File: config.mk
export PLATFORM = sky130hd
export DESIGN_NAME = posit_encoder_pipe
export DESIGN_NICKNAME = d
export VERILOG_FILES = /design/src/rtl/pof_posit_pkg.sv /design/src/rtl/posit_round_rne.sv /design/src/rtl/posit_encoder_pipe.sv
export SDC_FILE = /design/constraint.sdc
export NUM_CORES = 1
export LEC_CHECK = 0
export ABC_AREA = 1
export BUFFER_PORTS_ARGS = -buffer_cell sky130_fd_sc_hd__buf_4
export CAP_MARGIN = 0
export CORE_ASPECT_RATIO = 2
export CORE_MARGIN = 2
export CORE_UTILIZATION = 55
export CTS_BUF_LIST = sky130_fd_sc_hd__clkbuf_2 sky130_fd_sc_hd__clkbuf_4 sky130_fd_sc_hd__clkbuf_8
export DETAILED_ROUTE_END_ITERATION = 10
export PLACE_DENSITY = 0.75
export SYNTH_ARGS = -nofsm -noshare
export SYNTH_HDL_FRONTEND = slang
export SYNTH_HIERARCHICAL = 1
export SYNTH_SLANG_ARGS = --single-unit
File: constraint.sdc
create_clock -name clk -period 3.81 [get_ports clk]
set_input_delay 0.1905 -clock clk [delete_from_list [all_inputs] [get_ports clk]]
set_output_delay 0.1905 -clock clk [all_outputs]
set_load 0.1 [all_outputs]
File: src/rtl/pof_posit_pkg.sv
// Shared posit types and special-value constants for the encoder pipeline.
package pof_posit_pkg;

    localparam int POSIT_WIDTH_DEF = 16;
    localparam int REG_LEN_W       = $clog2(POSIT_WIDTH_DEF) + 1;

    typedef logic [POSIT_WIDTH_DEF-1:0] posit_t;

    function automatic int reg_len_width(input int n);
        return $clog2(n) + 1;
    endfunction

    function automatic logic [63:0] posit_nar(input int n);
        return 64'd1 << (n - 1);
    endfunction

    function automatic logic [63:0] posit_zero(input int n);
        return 64'(n < 0);
    endfunction

    function automatic logic [63:0] posit_maxpos(input int n);
        return (64'd1 << (n - 1)) - 64'd1;
    endfunction

    function automatic logic [63:0] posit_minpos(input int n);
        return 64'(n > 0);
    endfunction

endpackage

File: src/rtl/posit_round_rne.sv
// Round-to-nearest-even on the posit body, clamp to [minpos, maxpos], then apply sign.
module posit_round_rne
    import pof_posit_pkg::*;
#(
    parameter int POSIT_WIDTH = 16
) (
    input  logic [POSIT_WIDTH-2:0] body,
    input  logic                   guard,
    input  logic                   sticky,
    input  logic                   sign,
    output logic [POSIT_WIDTH-1:0] posit
);

    localparam int N = POSIT_WIDTH;
    localparam logic [N-1:0] MAXPOS_P = N'(posit_maxpos(N));
    localparam logic [N-1:0] MINPOS_P = N'(posit_minpos(N));

    logic          rnd;
    logic [N-1:0]  mag_inc;
    logic [N-1:0]  mag;

    always_comb begin
        rnd     = guard && (body[0] || sticky);
        mag_inc = {1'b0, body} + {{(N-1){1'b0}}, rnd};
        // a carry into the sign position would alias NaR; a zero body would alias zero
        if (mag_inc[N-1]) begin
            mag = MAXPOS_P;
        end else if (mag_inc == '0) begin
            mag = MINPOS_P;
        end else begin
            mag = mag_inc;
        end
        posit = sign ? (~mag + {{(N-1){1'b0}}, 1'b1}) : mag;
    end

endmodule

File: src/rtl/posit_encoder_pipe.sv
// Pipelined posit encoder: (sign, scale, fraction) -> N-bit posit with RNE, 3-cycle latency.
// Define POSIT_ENC_FLAGS_EN to add the out_ovf / out_unf clamp-indication outputs.
module posit_encoder_pipe
    import pof_posit_pkg::*;
#(
    parameter int POSIT_WIDTH   = 16,
    parameter int ES            = 1,
    parameter int FRAC_IN_WIDTH = 16,
    parameter int SCALE_WIDTH   = 8
) (
    input  logic                     clk,
    input  logic                     rst_n,
    input  logic                     in_valid,
    output logic                     in_ready,
    input  logic                     in_sign,
    input  logic                     in_zero,
    input  logic                     in_nar,
    input  logic [SCALE_WIDTH-1:0]   in_scale,
    input  logic [FRAC_IN_WIDTH-1:0] in_frac,
    output logic                     out_valid,
    input  logic                     out_ready,
`ifdef POSIT_ENC_FLAGS_EN
    output logic                     out_ovf,
    output logic                     out_unf,
`endif
    output logic [POSIT_WIDTH-1:0]   out_posit
);

    localparam int N   = POSIT_WIDTH;
    localparam int RLW = reg_len_width(N);
    localparam int TW  = ES + FRAC_IN_WIDTH;
    localparam int MW  = N + 1 + TW;

    localparam logic [N-1:0] NAR_P    = N'(posit_nar(N));
    localparam logic [N-1:0] ZERO_P   = N'(posit_zero(N));
    localparam logic [N-1:0] MAXPOS_P = N'(posit_maxpos(N));
    localparam logic [N-1:0] MINPOS_P = N'(posit_minpos(N));

    logic v1, v2, v3;
    logic adv1, adv2, adv3;

    assign adv3      = !v3 || out_ready;
    assign adv2      = !v2 || adv3;
    assign adv1      = !v1 || adv2;
    assign in_ready  = adv1;
    assign out_valid = v3;

    // ---------------- S1: regime run length and scale clamp ----------------
    logic [TW-1:0] tail_in;

    generate
        if (ES > 0) begin : g_es
            assign tail_in = {in_scale[ES-1:0], in_frac};
        end else begin : g_no_es
            assign tail_in = in_frac;
        end
    endgenerate

    logic signed [SCALE_WIDTH-1:0] k_s;
    int                            k_i;
    int                            r_i;
    logic                          sat_max_d;
    logic                          sat_min_d;
    logic [RLW-1:0]                run_d;

    always_comb begin
        k_s       = $signed(in_scale) >>> ES;
        k_i       = int'(k_s);
        sat_max_d = k_i > N - 2;
        sat_min_d = k_i < -(N - 1);
        r_i       = (k_i >= 0) ? k_i + 1 : -k_i;
        run_d     = (sat_max_d || sat_min_d) ? RLW'(1) : RLW'(r_i);
    end

    logic          sign1, zero1, nar1, smax1, smin1, rbit1;
    logic [RLW-1:0] run1;
    logic [TW-1:0] tail1;

    always_ff @(posedge clk or negedge rst_n) begin
        if (!rst_n) begin
            v1    <= 1'b0;
            sign1 <= 1'b0;
            zero1 <= 1'b0;
            nar1  <= 1'b0;
            smax1 <= 1'b0;
            smin1 <= 1'b0;
            rbit1 <= 1'b0;
            run1  <= '0;
            tail1 <= '0;
        end else if (adv1) begin
            v1 <= in_valid;
            if (in_valid) begin
                sign1 <= in_sign;
                zero1 <= in_zero;
                nar1  <= in_nar;
                smax1 <= sat_max_d;
                smin1 <= sat_min_d;
                rbit1 <= !k_s[SCALE_WIDTH-1];
                run1  <= run_d;
                tail1 <= tail_in;
            end
        end
    end

    // ---------------- S2: place regime, cut body / guard / sticky ----------------
    logic [RLW-1:0] shamt;
    logic [MW-1:0]  field;
    logic [N-2:0]   body_d;
    logic           guard_d;
    logic           sticky_d;

    always_comb begin
        // run bits of rbit, terminator, then {e, frac}; the shift drops the unused run prefix
        shamt    = RLW'(N) - run1;
        field    = {{N{rbit1}}, ~rbit1, tail1} << shamt;
        body_d   = field[MW-1 -: N-1];
        guard_d  = field[MW-N];
        sticky_d = |field[MW-N-1:0];
        if (smax1) begin
            body_d   = MAXPOS_P[N-2:0];
            guard_d  = 1'b0;
            sticky_d = 1'b0;
        end else if (smin1) begin
            body_d   = MINPOS_P[N-2:0];
            guard_d  = 1'b0;
            sticky_d = 1'b0;
        end
    end

    logic         sign2, zero2, nar2, guard2, sticky2;
    logic [N-2:0] body2;

    always_ff @(posedge clk or negedge rst_n) begin
        if (!rst_n) begin
            v2      <= 1'b0;
            sign2   <= 1'b0;
            zero2   <= 1'b0;
            nar2    <= 1'b0;
            body2   <= '0;
            guard2  <= 1'b0;
            sticky2 <= 1'b0;
        end else if (adv2) begin
            v2 <= v1;
            if (v1) begin
                sign2   <= sign1;
                zero2   <= zero1;
                nar2    <= nar1;
                body2   <= body_d;
                guard2  <= guard_d;
                sticky2 <= sticky_d;
            end
        end
    end

    // ---------------- S3: round, clamp, sign, specials ----------------
    logic [N-1:0] rounded;
    logic [N-1:0] posit_d;
    logic [N-1:0] posit3;

    posit_round_rne #(.POSIT_WIDTH(N)) u_round (
        .body   (body2),
        .guard  (guard2),
        .sticky (sticky2),
        .sign   (sign2),
        .posit  (rounded)
    );

    assign posit_d = nar2 ? NAR_P : (zero2 ? ZERO_P : rounded);

    always_ff @(posedge clk or negedge rst_n) begin
        if (!rst_n) begin
            v3     <= 1'b0;
            posit3 <= '0;
        end else if (adv3) begin
            v3 <= v2;
            if (v2) begin
                posit3 <= posit_d;
            end
        end
    end

    assign out_posit = posit3;

`ifdef POSIT_ENC_FLAGS_EN
    // an all-zero body means the true magnitude lies below minpos
    logic ovf2, unf2, ovf3, unf3;

    always_ff @(posedge clk or negedge rst_n) begin
        if (!rst_n) begin
            ovf2 <= 1'b0;
            unf2 <= 1'b0;
            ovf3 <= 1'b0;
            unf3 <= 1'b0;
        end else begin
            if (adv2 && v1) begin
                ovf2 <= smax1;
                unf2 <= smin1 || (body_d == '0);
            end
            if (adv3 && v2) begin
                ovf3 <= ovf2 && !nar2 && !zero2;
                unf3 <= unf2 && !nar2 && !zero2;
            end
        end
    end

    assign out_ovf = ovf3;
    assign out_unf = unf3;
`endif

endmodule
==> results of run 1 <==
state kept, by name (all words and copies together), names as in the netlist, 5 cells and up:
signal and count:
body2 15, tail1 17, run1 5, out_posit 16
final timing paths:
path                                           from                        end  slack (ns)  depth (start not counted)
min in group asynchronous                     rst_n       tail1[0]$_DFFE_PN0P_        0.46                          2
max in group asynchronous                     rst_n       body2[0]$_DFFE_PN0P_        2.78                          2
worst max-delay path            sticky2$_DFFE_PN0P_  out_posit[14]$_DFFE_PN0P_        0.58                         21
worst max register to register  sticky2$_DFFE_PN0P_  out_posit[14]$_DFFE_PN0P_        0.58                         21
worst min register to register       v2$_DFFE_PN0P_      out_valid$_DFFE_PN0P_        0.48                          2
worst min-delay path                     in_frac[6]       tail1[6]$_DFFE_PN0P_       0.008                          3
cell families after synthesis:
logic type	after synthesis
flip-flops	67
AND/OR/NAND/NOR	496
buffers and inverters	120
AO/OA/AOI/OAI	97
XOR/XNOR	12
adder cells (fa/ha/maj)	7
Yosys cell counts, types with 4 or more instances:
master,count
nand2_1,230
o21ai_1,11
nand3_2,17
nor2_2,9
xor2_1,8
nand4_1,14
nor2_1,45
a21oi_1,27
buf_6,11
nor2_4,8
nor3_1,5
buf_2,11
o22a_1,6
xnor2_1,4
o21ai_0,32
nand2_2,23
inv_2,7
nand3_1,137
clkbuf_1,9
dfrtp_1,67
inv_1,76
ha_1,7
per-layer routing:
metal	share of wire [%]	wire length, um
met3	3.5	540
met5	0	0
met2	56	8644
met4	8.6	1328
met1	32	4977
critical path: cells and delay by family (launching register included):
family          cells  cell delay, ns
simple gates       14            1.61
compound gates      2            0.23
fa+ha+maj           3            0.68
buf+inv             1            0.05
flops               1            0.37
xor+xnor            1            0.13
cell usage in the layout, fill, tap and decap left out, types with 2 or more instances in the layout:
master | netlist | final
nand2_1 | 230 | 230
nand3_1 | 137 | 137
inv_1 | 76 | 76
dfrtp_1 | 67 | 67
buf_4 | 3 | 51
nor2_1 | 45 | 45
o21ai_0 | 32 | 32
a21oi_1 | 27 | 26
nand2_2 | 23 | 23
nand3_2 | 17 | 17
nand4_1 | 14 | 14
o21ai_1 | 11 | 11
nor2_2 | 9 | 9
clkbuf_8 | 0 | 9
xor2_1 | 8 | 8
nor2_4 | 8 | 8
inv_2 | 7 | 7
ha_1 | 7 | 7
o22a_1 | 6 | 6
nor3_1 | 5 | 5
inv_6 | 1 | 4
xnor2_1 | 4 | 4
a31oi_1 | 3 | 3
o21bai_1 | 3 | 3
o22ai_1 | 2 | 2
nand2_4 | 2 | 2
o21ai_2 | 2 | 2
o221ai_1 | 2 | 2
o211ai_1 | 2 | 2
nand3b_1 | 2 | 2
per-stage QoR:
stage | worst slack, ns | area [um2] | power [mW]
after CTS | 0.5933 | 5931 | 4.516
final | 0.5831 | 5931 | 4.531
after detailed placement | 0.6066 | 5715 | 3.870
after floorplan | 1.017 | 5399 | 3.264
after global routing | 0.3540 | 5931 | 4.863
after global placement | 0.8012 | 5715 | 3.830
power groups by stage:
stage | Sequential (mW) | Clock [mW] | Combinational (mW)
after global placement | 1.18 | 0 | 2.65
after CTS | 1.18 | 0.646 | 2.69
after global routing | 1.21 | 0.676 | 2.97
after floorplan | 1.56 | 0 | 1.70
after detailed placement | 1.19 | 0 | 2.68
final | 1.18 | 0.634 | 2.72
cell type report:
type | count | area (um2)
clock buffers | 9 | 123.9
flip-flops and latches | 67 | 1677
fillers | 943 | 3705
well taps | 132 | 165.2
clock inverters | 7 | 81.33
repair buffers | 52 | 392.9
multi-input cells | 612 | 3161
inverters | 86 | 330.3
timing repair:
action	in CTS	in global routing
hold endpoints to repair	67	0
setup buffers	0	0
hold buffers	1	0
==> impl_metrics.json, run 1 <==
{
  "final_util_pct": 61.55,
  "place_inst": 948,
  "clock_skew_ns": 0.01425,
  "routed_via_density": 5.773,
  "globalRouteMet2Util_pct": 59.96,
  "crit_required_ns": 4.01,
  "path_cells": "o21a_1 > ha_1 > ha_1 > nand3_2 > nor2_4 > nand3b_1 > nand2_1 > nand2_1 > nand3_2 > nor2_2 > nor2_4 > ha_1 > nand3_2 > nand2_2 > nand2_2 > nor2_2 > nand2_1 > xor2_1 > inv_1 > nand3_1 > o21ai_0",
  "io-pin-count": 49,
  "tightest_slew_ns": 1.128,
  "outcome": "finished, final reports clean",
  "timing.hold.ws_ns": 0.008480,
  "report.final.slew_viol_count": 0,
  "die_h_um": 144.1,
  "grt-busiest-layer": "met2",
  "synth_xor_area_share_pct": 1.947,
  "hold_viol_final": 0,
  "rsz0062_at_grt": "no",
  "drive_gt1_share_pct": 17.17,
  "grt_max_degree": 68,
  "antenna_found_initial": 0,
  "clkTransAtPathRegs_ns": 0.08,
  "synth_area_per_cell_um2": 6.757,
  "finalSetupViolCount": 0,
  "wl_per_cell_um": 16.05,
  "insertion_delay_ns": 0.37,
  "power_leakage_nw": 2.948,
  "ant_nets": 0,
  "cts_max_path_buffers": 2,
  "clock_power_share_pct": 14.0,
  "startpoint_type": "flop",
  "synth-seq-cells": 67,
  "met3_usage_pct": 4.181,
  "synth_top_area_share_pct": 31.05,
  "drtIter0Drc": 274,
  "switchingPower_mw": 2.532,
  "ir_drop_mv": 0.5428,
  "syn_area_um2": 5399,
  "port_buffers": 48,
  "core_um2": 9635,
  "cpPeakStageDelay_ns": 0.37,
  "yosysWarnings": 6,
  "wirelength_um": 15490,
  "fin_tns_setup_ns": 0,
  "clock_sinks": 67,
  "synth_edf_count": 0,
  "root_buffer": "clkbuf_8",
  "crit_fanout": 9,
  "initial_core_util_pct": 56.03,
  "gp_congestion": 1.013,
  "synth_top_family_by_area": "simple AND/OR/NAND/NOR gates",
  "std_cell_rows": 51,
  "worst-setup-path-type": "reg -> reg",
  "p_sw_share_pct": 55.88,
  "htreeDepth": 3,
  "drv_cap": 0,
  "drc": 0,
  "hold_class": "in -> reg",
  "intPower_mw": 1.999,
  "synth.largest_area_cell": "dfrtp_1",
  "grt_usage_pct": 31.38,
  "p_per_area_nw_per_um2": 764.0,
  "layoutNonFillerInstCount": 965,
  "cp-end-kind": "flop",
  "fin_crit_sh_pct": 84.70,
  "overflow": 0,
  "cts.repair.resized": 0,
  "yosys.area_share.simple_pct": 44.33,
  "fmax_mhz": 309.9,
  "synth-main-ff-cell": "dfrtp_1",
  "synth_compound_area_share_pct": 10.57,
  "ys_types": 45,
  "antennaDiodeCount": 0,
  "synth_adder_area_share_pct": 1.622,
  "syn_nets": 837,
  "grt_pass1_vias": 5662,
  "numCtsBuffers": 9,
  "power_frac_comb_pct": 60.0,
  "die_w_um": 74.06,
  "cp.arrival_ns": 3.43,
  "dr_total_vias": 5571,
  "dieArea_um2": 10670,
  "min_period_ns": 3.227,
  "ys_seq_area_share_pct": 31.05,
  "final_nets": 866,
  "crit_path_top_delay_cell": "dfrtp_1",
  "use_met1_pct": 27.25,
  "drt_pre_antenna_iters": 6,
  "ys_top_cells_by_area": "dfrtp_1 31%, nand2_1 16%, nand3_1 13%",
  "synth.area.mux_share_pct": 0,
  "hpwl_um": 12260,
  "grt_pass1_wl_um": 25620,
  "cts_tree": "yes",
  "async_flop_share_pct": 100.0,
  "slew_headroom_pct": 24.81,
  "pwr-share-seq_pct": 26.0,
  "syn_inst": 799,
  "syn2layout_area_growth_pct": 9.849
}
(Power assumes the default switching activity.)
==> inputs of run 2 (changes only) <==
==> constraint.sdc (replaced) <==
create_clock -name clk -period 3.1 [get_ports clk]
set_input_delay 0.155 -clock clk [delete_from_list [all_inputs] [get_ports clk]]
set_output_delay 0.155 -clock clk [all_outputs]
set_load 0.1 [all_outputs]
==> impl_metrics.json, run 2 (synthesized netlist as in run 1, its figures left out) <==
{
  "wl_per_cell_um": 16.81,
  "fmax_mhz": 332.6,
  "worst-setup-path-type": "reg -> reg",
  "grt_max_degree": 68,
  "switchingPower_mw": 3.252,
  "cp-end-kind": "flop",
  "ant_nets": 0,
  "std_cell_rows": 51,
  "slew_headroom_pct": 24.64,
  "timing.hold.ws_ns": 0.01271,
  "hpwl_um": 12800,
  "die_w_um": 74.06,
  "clkTransAtPathRegs_ns": 0.09,
  "startpoint_type": "flop",
  "min_from": "in_scale[7]",
  "drv_cap": 0,
  "worstSetupStartpoint": "body2[0]$_DFFE_PN0P_",
  "die_h_um": 144.1,
  "cpPeakStageDelay_ns": 0.39,
  "io-pin-count": 49,
  "cts_tree": "yes",
  "ff_latch_area_um2": 1677,
  "antenna_found_initial": 0,
  "initial_core_util_pct": 56.03,
  "port_buffers": 48,
  "power_frac_comb_pct": 61.9,
  "wirelength_um": 16800,
  "final_nets": 900,
  "hold_viol_final": 0,
  "drc": 0,
  "place_area_um2": 5776,
  "outcome": "finished, final reports clean",
  "dr_total_vias": 5628,
  "top_register": "tail1",
  "gp_congestion": 1.033,
  "cts_max_path_buffers": 2,
  "fin_tns_setup_ns": 0,
  "antennaDiodeCount": 0,
  "final_common_cell": "nand2_1",
  "min_period_ns": 3.007,
  "grt_usage_pct": 32.71,
  "report.final.slew_viol_count": 0,
  "clock_sinks": 67,
  "drive_gt1_share_pct": 19.38,
  "tightest_slew_ns": 1.130,
  "hold_class": "in -> reg",
  "fin_area_um2": 6326,
  "largest_reg_flops": 17,
  "power_leakage_nw": 3.097,
  "dieArea_um2": 10670,
  "syn2layout_area_growth_pct": 17.17,
  "cp.arrival_ns": 3.22,
  "insertion_delay_ns": 0.37,
  "path_cells": "o21a_1 > ha_4 > ha_4 > inv_1 > nand2_1 > nand2_1 > nand2_1 > nor2_1 > nand2_1 > nor2_2 > nand3_4 > nor2_4 > nor2_4 > ha_2 > nand3_2 > nand2_4 > nand2_4 > nor2_4 > o21ai_2 > xor2_1 > inv_1 > nand3_1 > o21ai_1",
  "final.setup.worst_slack_ns": 0.09327,
  "crit_required_ns": 3.31,
  "place_ws_ns": -0.04221,
  "overflow": 0,
  "crit_fanout": 4,
  "p_sw_share_pct": 55.77,
  "n_fill_cell": 881,
  "htreeDepth": 3,
  "drtIter0Drc": 427,
  "crit_path_top_delay_cell": "dfrtp_1",
  "rsz0062_at_grt": "yes",
  "root_buffer": "clkbuf_8",
  "ir_drop_mv": 0.6808,
  "layout_common_cells": "226 x nand2_1, 136 x nand3_1, 76 x inv_1",
  "grt_pass1_wl_um": 26180,
  "power_mw": 5.831,
  "core_um2": 9635,
  "reg2reg_from": "body2[0]$_DFFE_PN0P_",
  "crit_top_cell": "nand2_1",
  "clock_power_share_pct": 13.4,
  "clock_skew_ns": 0.01593,
  "p_per_area_nw_per_um2": 921.7,
  "pwr-share-seq_pct": 24.7,
  "multiInputGateArea_um2": 3248,
  "numCtsBuffers": 9,
  "fin_crit_sh_pct": 96.99,
  "drt_pre_antenna_iters": 5,
  "finalSetupViolCount": 0,
  "routed_via_density": 5.634,
  "grt_pass1_vias": 5499,
  "intPower_mw": 2.579
}
[run 2: cell types whose count changed in the layout (fill, tap and decap cells not counted), sizes merged]
cell / change
buf: +15
clkinv: -1
clkinvlp: +2
dlygate4sd3: +19
inv: -1
[run 2: layout make-up]
class | count | share of cell area, %
Sequential cell | 67 | 26.50
Clock buffer | 9 | 1.958
Inverter | 86 | 5.222
Timing Repair Buffer | 86 | 11.06
Multi-Input combinational cell | 612 | 51.34
Tap cell | 132 | 2.611
Clock inverter | 7 | 1.305
[run 2: repair_timing]
item / 4_1_cts / 5_1_grt
endpoints found under the setup margin: 2 / 6
buffers inserted: 1 / 6
hold buffers: 20 / 0
resized for setup: 2 / 19
pin swaps: 3 / 10
hold endpoints to repair: 86 / 0
[run 2: final timing paths]
kind                                              to  slack (ns)  cells after the start
max                        out_posit[12]$_DFFE_PN0P_        0.09                     23
min                                rbit1$_DFFE_PN0P_        0.01                      2
max reg2reg                out_posit[12]$_DFFE_PN0P_        0.09                     23
min reg2reg                    out_valid$_DFFE_PN0P_        0.48                      2
max in group asynchronous      out_valid$_DFFE_PN0P_        2.11                      2
min in group asynchronous       tail1[0]$_DFFE_PN0P_        0.42                      2
[run 2: layer usage]
metal / vias up / GRT usage, % / wire (um)
li1: 2745 / - / -
met1: 2613 / 28.63 / 5287
met2: 186 / 63.44 / 9645
met3: 84 / 5.157 / 570
met4: 0 / 22.68 / 1292
met5: - / 0 / 0
[run 2: power by group through the flow]
stage	logic, mW	clock network [mW]	registers (mW)
3_3_place_gp	3.36	0	1.43
2_1_floorplan	2.09	0	1.92
5_1_grt	3.90	0.822	1.48
3_5_place_dp	3.40	0	1.44
4_1_cts	3.44	0.791	1.43
6_report	3.61	0.781	1.44
[run 2: worst max-delay path: cells and delay by family (launching register included)]
family | cells | cell delay (ns)
adder cells (fa/ha/maj) | 3 | 0.55
XOR/XNOR | 1 | 0.17
AO/OA/AOI/OAI | 3 | 0.40
flip-flops | 1 | 0.39
buffers and inverters | 2 | 0.12
AND/OR/NAND/NOR | 14 | 1.22
[run 2: stage by stage]
stage / util, % / std cells
detailed placement: 59.94 / 956
global route: 65.65 / 999
finish: 65.65 / 999
global placement: 59.94 / 956
floorplan: - / 799
CTS: 64.32 / 993
==> inputs of run 3 (changes only) <==
--- a/config.mk
+++ b/config.mk
@@ -14,6 +14,7 @@
 export CTS_BUF_LIST = sky130_fd_sc_hd__clkbuf_2 sky130_fd_sc_hd__clkbuf_4 sky130_fd_sc_hd__clkbuf_8
 export DETAILED_ROUTE_END_ITERATION = 10
 export PLACE_DENSITY = 0.75
+export RECOVER_POWER = 25
 export SYNTH_ARGS = -nofsm -noshare
 export SYNTH_HDL_FRONTEND = slang
 export SYNTH_HIERARCHICAL = 1
==> impl_metrics.json, run 3 (synthesized netlist as in run 1, its figures left out) <==
{
  "min_period_ns": 3.007,
  "met3_length_um": 592,
  "insertion_delay_ns": 0.37,
  "dieArea_um2": 10670,
  "power_leakage_nw": 3.096,
  "crit_path_top_delay_cell": "dfrtp_1",
  "cp.arrival_ns": 3.22,
  "finalSetupViolCount": 0,
  "worst-setup-path-type": "reg -> reg",
  "clock_sinks": 67,
  "dr_total_vias": 5621,
  "top_register": "tail1",
  "ir_drop_mv": 0.6808,
  "route.met2.wl_um": 9644,
  "min_from": "in_scale[7]",
  "top_layer_used": "met4",
  "drt_pre_antenna_iters": 7,
  "worstSetupStartpoint": "body2[0]$_DFFE_PN0P_",
  "drtIter0Drc": 427,
  "initial_core_util_pct": 56.03,
  "hold_class": "in -> reg",
  "drive_gt1_share_pct": 19.38,
  "path_cells": "o21a_1 > ha_4 > ha_4 > inv_1 > nand2_1 > nand2_1 > nand2_1 > nor2_1 > nand2_1 > nor2_2 > nand3_4 > nor2_4 > nor2_4 > ha_2 > nand3_2 > nand2_4 > nand2_4 > nor2_4 > o21ai_2 > xor2_1 > inv_1 > nand3_1 > o21ai_1",
  "layout_common_cells": "226 x nand2_1, 136 x nand3_1, 76 x inv_1",
  "drc": 0,
  "cp_num_buf_inv": 2,
  "cts_tree": "yes",
  "die_h_um": 144.1,
  "cpPeakStageDelay_ns": 0.39,
  "slew_headroom_pct": -11.71,
  "startpoint_type": "flop",
  "tightest_slew_ns": 1.676,
  "die_w_um": 74.06,
  "io-pin-count": 49,
  "numCtsBuffers": 9,
  "cp-end-kind": "flop",
  "grt_usage_pct": 32.71,
  "clkTransAtPathRegs_ns": 0.09,
  "drv_cap": 1,
  "wl_met1_um": 5259,
  "fmax_mhz": 332.6,
  "wl_per_cell_um": 16.80,
  "core_um2": 9635,
  "wirelength_um": 16790,
  "crit_family": "simple AND/OR/NAND/NOR gates",
  "cts_max_path_buffers": 2,
  "overflow": 0,
  "grt_pass1_vias": 5499,
  "outcome": "finished with violations",
  "antenna_found_initial": 0,
  "hold_viol_final": 0,
  "gp_congestion": 1.033,
  "grt_max_degree": 68,
  "timing.hold.ws_ns": 0.01267,
  "largest_reg_flops": 17,
  "hpwl_um": 12800,
  "routed_via_density": 5.627,
  "crit_fanout": 4,
  "crit_top_cell": "nand2_1",
  "crit_required_ns": 3.31,
  "fin_tns_setup_ns": 0,
  "fin_crit_sh_pct": 96.99,
  "root_buffer": "clkbuf_8",
  "port_buffers": 48,
  "n_fill_cell": 882,
  "report.final.slew_viol_count": 68,
  "reg2reg_from": "body2[0]$_DFFE_PN0P_",
  "antennaDiodeCount": 0,
  "clock_skew_ns": 0.01592,
  "syn2layout_area_growth_pct": 17.13,
  "violations": "max-capacitance violations, max-slew violations",
  "htreeDepth": 3,
  "p_per_area_nw_per_um2": 921.8,
  "rsz0062_at_grt": "yes",
  "ant_nets": 0,
  "place_inst": 956,
  "layoutNonFillerInstCount": 999,
  "final_common_cell": "nand2_1",
  "final_nets": 900,
  "grt_pass1_wl_um": 26180,
  "std_cell_rows": 51
}
run 3: report_power, final:
part	total, mW	internal, mW	leakage (nW)	switching, mW
clock network	0.781	0.383	0.0984	0.398
registers	1.44	1.14	0.815	0.302
logic	3.61	1.06	2.18	2.55
run 3: worst paths after layout:
check | to | slack [ns] | cells past startpoint
max | out_posit[12]$_DFFE_PN0P_ | 0.09 | 23
min | rbit1$_DFFE_PN0P_ | 0.01 | 2
max reg2reg | out_posit[12]$_DFFE_PN0P_ | 0.09 | 23
min in group asynchronous | tail1[0]$_DFFE_PN0P_ | 0.75 | 2
min reg2reg | out_valid$_DFFE_PN0P_ | 0.48 | 2
max in group asynchronous | body2[14]$_DFFE_PN0P_ | 1.36 | 2
run 3: repair_timing:
action | 4_1_cts | 5_1_grt
setup endpoints to repair | 2 | 6
setup buffers | 1 | 6
hold buffers | 20 | 0
endpoints found under the hold margin | 86 | 0
gates resized for setup | 2 | 19
pin swaps | 3 | 10
run 3: layer usage:
layer,track usage [%],vias up
li1,-,2745
met1,28.63,2609
met5,0,-
met4,22.68,0
met3,5.157,84
met2,63.44,183
run 3: area by class of cell:
cell class / instances / area [um2] / share of cell area, %
sequential: 67 / 1677 / 26.51
timing repair buffer: 86 / 696.9 / 11.02
multi-input combinational: 612 / 3248 / 51.37
inverter: 86 / 330.3 / 5.224
tap: 132 / 165.2 / 2.612
clock inverter: 7 / 82.58 / 1.306
clock buffer: 9 / 123.9 / 1.959
run 3: per-stage QoR:
stage	worst slack, ns	power [mW]	util [%]	area [um2]
global route	-0.09325	6.200	65.63	6324
finish	0.09325	5.829	65.63	6324
floorplan	0.3074	4.011	-	5399
global placement	0.1381	4.787	59.94	5776
detailed placement	-0.04221	4.845	59.94	5776
CTS	0.005138	5.661	64.32	6197
